**src/rtl/acm_config_sequencer.sv**
```systemverilog
// ACM configuration sequencer: walks a lookup-table address range and turns
// every valid entry into an APB write. Optional read-back check: ACM_VERIFY_EN.
module acm_config_sequencer #(
    parameter logic [7:0]  ACM_BASE = 8'h00,
    parameter int unsigned TIMEOUT  = 16
) (
    input  logic       PCLK,
    input  logic       NSYSRESET,
    input  logic       START,
    input  logic [7:0] FIRST_ADDR,
    input  logic [7:0] LAST_ADDR,
    output logic [7:0] ACMADDR,
    input  logic [7:0] ACMDATA,
    input  logic       ACMDO,
    output logic       PSEL,
    output logic       PENABLE,
    output logic       PWRITE,
    output logic [7:0] PADDR,
    output logic [7:0] PWDATA,
    input  logic [7:0] PRDATA,
    input  logic       PREADY,
    output logic       BUSY,
    output logic       DONE,
    output logic       ERROR,
    output logic [7:0] SKIPCNT
);

    typedef enum logic [2:0] {
        S_IDLE,
        S_LOOKUP,
        S_SETUP,
        S_ACCESS,
`ifdef ACM_VERIFY_EN
        S_VSETUP,
        S_VACCESS,
`endif
        S_FIN
    } state_t;

    // Counter reloads to TIMEOUT-1 so PENABLE stays high exactly TIMEOUT cycles.
    localparam logic [7:0] TMO_LOAD = 8'(TIMEOUT - 1);

    state_t     state_q;
    logic [7:0] last_q;
    logic [7:0] addr_q;
    logic       psel_q;
    logic       pen_q;
    logic       pwrite_q;
    logic [7:0] paddr_q;
    logic [7:0] pwdata_q;
    logic       busy_q;
    logic       done_q;
    logic       err_q;
    logic [7:0] skip_q;
    logic [7:0] tmo_q;

    logic       at_last;
    logic [7:0] addr_inc;

    // Range end is tested before increment so LAST_ADDR=255 never wraps.
    assign at_last  = (addr_q == last_q);
    assign addr_inc = addr_q + 8'd1;

`ifndef ACM_VERIFY_EN
    logic unused_prdata;
    assign unused_prdata = ^PRDATA;
`endif

    // Sequencer FSM with all outputs registered alongside the state.
    always_ff @(posedge PCLK or negedge NSYSRESET) begin
        if (!NSYSRESET) begin
            state_q  <= S_IDLE;
            last_q   <= 8'h00;
            addr_q   <= 8'h00;
            psel_q   <= 1'b0;
            pen_q    <= 1'b0;
            pwrite_q <= 1'b0;
            paddr_q  <= 8'h00;
            pwdata_q <= 8'h00;
            busy_q   <= 1'b0;
            done_q   <= 1'b0;
            err_q    <= 1'b0;
            skip_q   <= 8'h00;
            tmo_q    <= 8'h00;
        end else begin
            unique case (state_q)
                S_IDLE: begin
                    done_q <= 1'b0;
                    if (START) begin
                        last_q <= LAST_ADDR;
                        addr_q <= FIRST_ADDR;
                        skip_q <= 8'h00;
                        err_q  <= 1'b0;
                        busy_q <= 1'b1;
                        if (FIRST_ADDR > LAST_ADDR) begin
                            state_q <= S_FIN;
                            done_q  <= 1'b1;
                        end else begin
                            state_q <= S_LOOKUP;
                        end
                    end
                end
                S_LOOKUP: begin
                    if (ACMDO) begin
                        paddr_q  <= addr_q + ACM_BASE;
                        pwdata_q <= ACMDATA;
                        pwrite_q <= 1'b1;
                        psel_q   <= 1'b1;
                        state_q  <= S_SETUP;
                    end else begin
                        if (skip_q != 8'hFF) begin
                            skip_q <= skip_q + 8'd1;
                        end
                        if (at_last) begin
                            state_q <= S_FIN;
                            done_q  <= 1'b1;
                        end else begin
                            addr_q  <= addr_inc;
                            state_q <= S_LOOKUP;
                        end
                    end
                end
                S_SETUP: begin
                    pen_q   <= 1'b1;
                    tmo_q   <= TMO_LOAD;
                    state_q <= S_ACCESS;
                end
                S_ACCESS: begin
                    if (PREADY) begin
                        pen_q <= 1'b0;
`ifdef ACM_VERIFY_EN
                        pwrite_q <= 1'b0;
                        state_q  <= S_VSETUP;
`else
                        psel_q <= 1'b0;
                        if (at_last) begin
                            state_q <= S_FIN;
                            done_q  <= 1'b1;
                        end else begin
                            addr_q  <= addr_inc;
                            state_q <= S_LOOKUP;
                        end
`endif
                    end else if (tmo_q == 8'h00) begin
                        err_q   <= 1'b1;
                        psel_q  <= 1'b0;
                        pen_q   <= 1'b0;
                        state_q <= S_FIN;
                        done_q  <= 1'b1;
                    end else begin
                        tmo_q <= tmo_q - 8'd1;
                    end
                end
`ifdef ACM_VERIFY_EN
                S_VSETUP: begin
                    pen_q   <= 1'b1;
                    tmo_q   <= TMO_LOAD;
                    state_q <= S_VACCESS;
                end
                S_VACCESS: begin
                    if (PREADY) begin
                        psel_q <= 1'b0;
                        pen_q  <= 1'b0;
                        if (PRDATA != pwdata_q) begin
                            err_q   <= 1'b1;
                            state_q <= S_FIN;
                            done_q  <= 1'b1;
                        end else if (at_last) begin
                            state_q <= S_FIN;
                            done_q  <= 1'b1;
                        end else begin
                            addr_q  <= addr_inc;
                            state_q <= S_LOOKUP;
                        end
                    end else if (tmo_q == 8'h00) begin
                        err_q   <= 1'b1;
                        psel_q  <= 1'b0;
                        pen_q   <= 1'b0;
                        state_q <= S_FIN;
                        done_q  <= 1'b1;
                    end else begin
                        tmo_q <= tmo_q - 8'd1;
                    end
                end
`endif
                S_FIN: begin
                    done_q  <= 1'b0;
                    busy_q  <= 1'b0;
                    state_q <= S_IDLE;
                end
                default: begin
                    psel_q  <= 1'b0;
                    pen_q   <= 1'b0;
                    busy_q  <= 1'b0;
                    done_q  <= 1'b0;
                    state_q <= S_IDLE;
                end
            endcase
        end
    end

    assign ACMADDR = addr_q;
    assign PSEL    = psel_q;
    assign PENABLE = pen_q;
    assign PWRITE  = pwrite_q;
    assign PADDR   = paddr_q;
    assign PWDATA  = pwdata_q;
    assign BUSY    = busy_q;
    assign DONE    = done_q;
    assign ERROR   = err_q;
    assign SKIPCNT = skip_q;

endmodule

```
**config.mk**
```make
export PLATFORM = sky130hd
export DESIGN_NAME = acm_config_sequencer
export DESIGN_NICKNAME = d
export VERILOG_FILES = /design/src/rtl/acm_config_sequencer.sv
export SDC_FILE = /design/constraint.sdc
export NUM_CORES = 1
export LEC_CHECK = 0
export ABC_CLOCK_PERIOD_IN_PS = 4440
export CAP_MARGIN = 10
export CORE_MARGIN = 2
export CORE_UTILIZATION = 53
export DETAILED_ROUTE_END_ITERATION = 8
export PLACE_DENSITY = 0.88
export SLEW_MARGIN = 20
export SYNTH_ARGS = -nofsm -noshare
export SYNTH_HDL_FRONTEND = slang
export SYNTH_SLANG_ARGS = --single-unit
```
**constraint.sdc**
```tcl
create_clock -name PCLK -period 4.44 [get_ports PCLK]
set_clock_uncertainty 0.05 [all_clocks]
set_input_delay 1.332 -clock PCLK [delete_from_list [all_inputs] [get_ports PCLK]]
set_output_delay 1.332 -clock PCLK [all_outputs]
set_load 0.01 [all_outputs]
```
## Word level (Yosys, flattened, before mapping)

Index checks and enable logic that the tools add are counted.

- Bits in registers: 57
- Latch bits: 0
- Memory bits (writable): 0
- ROM bits: 0
- Input bits: 37
- Memories kept: 0

- Add/sub/neg operators: 3
- $mul: 0
- Div/mod/pow operators: 0
- $lt $le $gt $ge: 1
- Equality and inequality tests: 15
- Shift operators: 0
- Muxes and demuxes: 36
- Bitwise operators: 4
- Reduce and logical (&&, ||, !) cells: 20

Operator list:

| cell | count |
|---|---|
| 8-bit two-way mux | 9 |
| 8-bit one-hot mux with 2 select lines | 2 |
| 8-bit one-hot mux with 3 select lines | 1 |
| 3-bit two-way mux | 6 |
| 8-bit by 1-bit adder with 8-bit output (second input constant) | 2 |
| 2-bit inequality test (second input constant) | 8 |
| 1-bit two-way mux | 12 |
| 3-bit one-hot mux with 4 select lines | 1 |
| 4-bit AND reduction | 3 |
| 2-bit AND reduction | 5 |
| 3-bit AND reduction | 3 |
| 3-bit OR reduction | 3 |
| 8-bit equality test | 1 |
| 8-bit > comparator | 1 |
| 8-bit zero test | 1 |
| 8-bit inequality test (second input constant) | 1 |
| 8-bit by 1-bit subtractor with 8-bit output (second input constant) | 1 |
| 3-bit by 2-bit equality test with 1-bit output (second input constant) | 2 |
| 1-bit one-hot mux with 3 select lines | 2 |
| 2-bit nonzero test | 3 |
| 1-bit NOT | 4 |
| 1-bit one-hot mux with 2 select lines | 2 |
| 1-bit one-hot mux with 4 select lines | 1 |
| 3-bit by 1-bit equality test with 1-bit output (second input constant) | 1 |
| other kinds (4) | 4 |

## Longest topological paths before layout

- Depth in word-level cells: 4
- Gate-level depth with buffers: 7
- Mapped depth without buffers: 7

## Least setup slack after synthesis

OpenSTA, ideal clock, no wires.

- Path kind: input to register
- From: input port PREADY
- To: register tmo_q[5]
- Setup time: 0.077 ns
- Arrival: 2.446 ns
- Data required time: 4.313 ns
- Setup slack: 1.866 ns
- Stages on the path: 5
- Buffers on the path: 0
- Path through: nand4bb_1 -> a31oi_4 -> o21ai_2 -> or4_1 -> a21oi_1

- Cells in the longest elaborated chain, start to end: 2

RTL lines:

| item | RTL line | text |
|---|---|---|
| from (decl) | 21 | `input logic PREADY,` |
| 2-bit inequality test (no source line) | -- |  |
| 3-bit AND reduction (no source line) | -- |  |
| to (signal assigned) | 151 | `tmo_q <= tmo_q - 8'd1;` |
| to (decl) | 55 | `logic [7:0] tmo_q;` |

Every way passes these cells.
A chain may end at the register's enable or synchronous reset.

## Worst setup path after layout

- From: input port ACMDO
- To: register pwdata_q[3], in the netlist PWDATA[3]

- Cells in the longest elaborated chain, start to end: 1

RTL lines:

| item | RTL line | text |
|---|---|---|
| from (decl) | 14 | `input logic ACMDO,` |
| 2-bit AND reduction (no source line) | -- |  |
| to (signal assigned) | 79 | `pwdata_q <= 8'h00;` |
| to (signal assigned) | 106 | `pwdata_q <= ACMDATA;` |
| to (decl) | 50 | `logic [7:0] pwdata_q;` |

Every way passes these cells.

==> results.toml <==
[yosys]
synth_top_area_share_pct = 46.4
synthCells = 303
syn_area_per_cell_sq_um = 10.1
synth_area_leaders = "dfrtp_1 46%, mux2_2 5.9%, ha_1 4.9%, o21ai_0 4.2%, nand2_1 4.0%"
syn_nets = 352
yosysSeqAreaShare_pct = 46.4
yosys_warnings = 0
ys.flop_type = "dfrtp_1"
synth_edf_count = 0
synth.largest_area_cell = "dfrtp_1"
async_flop_share_pct = 100
syn-cell-area_sq_um = 3070
synth_cell_types = 53
synth_seq_cells = 57

[timing]
hold_ws_ns = 0.428
period_share_pct = 68.3
max_slew_margin_pct = 41.9
min_period_ns = 3.03
finalSetupTns_ns = 0
rsz0062_at_grt = "no"
worst-slew-pin-transition_ns = 0.871
setup_viol = 0
finalHoldViolCount = 0
max_freq_mhz = 330
finalMaxSlewViolations = 0

[cells_and_area]
final_layout_size_suffix_gt1_share_pct = 12.0
area_growth_pct = 29.3
layout_common_cells = "65 x clkdlybuf4s50_1, 57 x dfrtp_1, 33 x nand2_1"
num_antenna_cells = 0
final_cell_area_sq_um = 3970
fin_util_pct = 71.7
nets = 419
layout_commonest_cell = "clkdlybuf4s50_1"

[route]
antenna_left = 0
detail_route.iter0.violations = 136
wl_per_cell_microns = 15.9
first_pass_iters = 5
vias = 2607
routed_via_density = 5.83
wl_microns = 7100
drc_errors = 0

[pwr]
p_int_w = 0.00157
clkPwrFrac_pct = 20.7
powerDensity_nw_per_um2 = 633
p_total_w = 0.00251
power.leakage_nw = 1.70
max-vdd-ir-drop_mv = 0.318
comb_power_share_pct = 42.6
seqPwrFrac_pct = 36.7
p_sw_share_pct = 37.5
power.switching_w = 0.000942

[critical_path]
arrival_ns = 3.20
startpoint_type = "input port"
cp_max_fo = 17
cp_data_required_time_ns = 4.61
cp-end-kind = "flop"
crit_type = "in -> reg"

[status]
outcome = "completed"

[floorplan]
dieWidth_microns = 80.1
start_util_pct = 55.4
die_h_microns = 80.1
num_rows = 27
coreArea_sq_um = 5540
io_pins = 75
dieArea_sq_um = 6420

[cts]
cts.clk_slew.worst_paths_ns = 0.06
cts-root-buf = "clkbuf_8"
postCtsSetupBuffers = 0
numClockSinks = 57
cts_max_level = 3
clk_path_buf_depth = 2
tritoncts = "yes"
cts_made_buffers = 9
clkLatencyLatePin_ns = 0.34
cts_resized = 0
holdBufCountCts = 0

[run]
drv_cap = 0

[placed_design]
placed_area_sq_um = 3760
io_buffers = 66
post-dp-hpwl_microns = 5210
place_congestion = 0.854

[hold_path]
hold_path.class = "reg -> reg"

[grt]
track_usage_pct = 23.6
grt_pass1_wl_microns = 11600
first_global_vias = 2525
grt.overflow.total = 0
grt_max_degree = 31
antenna_found_initial = 0
## stage by stage
step	setup WS, ns	instances
after floorplan	1.87	303
after global placement	1.08	431
after detailed placement	1.04	431
after CTS	1.41	447
after global routing	1.33	447
final	1.41	447
## sequential cells by signal (all words and copies together), names as in the netlist
name     cells
SKIPCNT      8
ERROR        1
PWRITE       1
tmo_q        8
DONE         1
PENABLE      1
BUSY         1
state_q      3
PSEL         1
ACMADDR      8
PWDATA       8
PADDR        8
last_q       8
## power by group through the flow
stage | combinational (W) | clock, W | sequential, W
2_1_floorplan | 0.000644 | 0 | 0.000907
3_3_place_gp | 0.00103 | 0 | 0.000913
3_5_place_dp | 0.00107 | 0 | 0.000925
4_1_cts | 0.00107 | 0.000526 | 0.000918
5_1_grt | 0.00118 | 0.000549 | 0.000950
6_report | 0.00107 | 0.000521 | 0.000922
## cells by family after synthesis
kind of cell    Yosys count  share of synthesized area (%)
compound gates           69                           15.4
fa+ha+maj                12                           4.89
buf+inv                  25                           3.75
simple gates            104                           17.7
flops                    57                           46.4
xor+xnor                 14                           3.99
mux                      22                           7.82
## final cells by class
type,count,area (sq um)
flip-flops and latches,57,1430
multi-input cells,221,1530
repair buffers,67,663
clock inverters,6,82.6
clock buffers,10,128
inverters,14,52.6
well taps,72,90.1
fillers,429,1570
## Yosys cell counts (all sizes together), types with 2 or more instances
cell type   n
dfrtp      57
nand2      33
o21ai      27
nor2       22
mux2       16
inv        14
xor2       13
a21oi      12
ha         12
nand3       9
buf         6
mux2i       6
nor4        6
clkbuf      5
nand2b      5
nand4       5
nor3        5
o211ai      4
or3         4
a22o        3
and3        3
a211o       2
a21o        2
a311o       2
a32oi       2
nand3b      2
nand4bb     2
nor2b       2
nor3b       2
o221a       2
o31a        2
o31ai       2
## critical path, stage by stage
cell and delay, ns:
clkdlybuf4s50_1 0.49, or2b_4 0.30, nor2_2 0.67, mux2_2 0.41
## metal layers
metal	track usage, %	vias up	share of wire, %
met4	10.7	0	1.6
met5	0	-	0
li1	-	1229	-
met1	30.6	1249	42
met3	3.60	13	7.3
met2	38.9	116	49
## worst paths after layout
kind	cells past startpoint	endpoint	from	slack [ns]
worst min register to register	1	PWRITE	PWRITE	0.43
worst max register to register	3	PWDATA[3]	state_q[0]	1.98
min in group asynchronous	1	last_q[1]	NSYSRESET	0.95
worst min-delay path	1	PWRITE	PWRITE	0.43
worst max-delay path	4	PWDATA[3]	ACMDO	1.41
max in group asynchronous	2	tmo_q[0]	NSYSRESET	2.58
(Power assumes the default switching activity.)
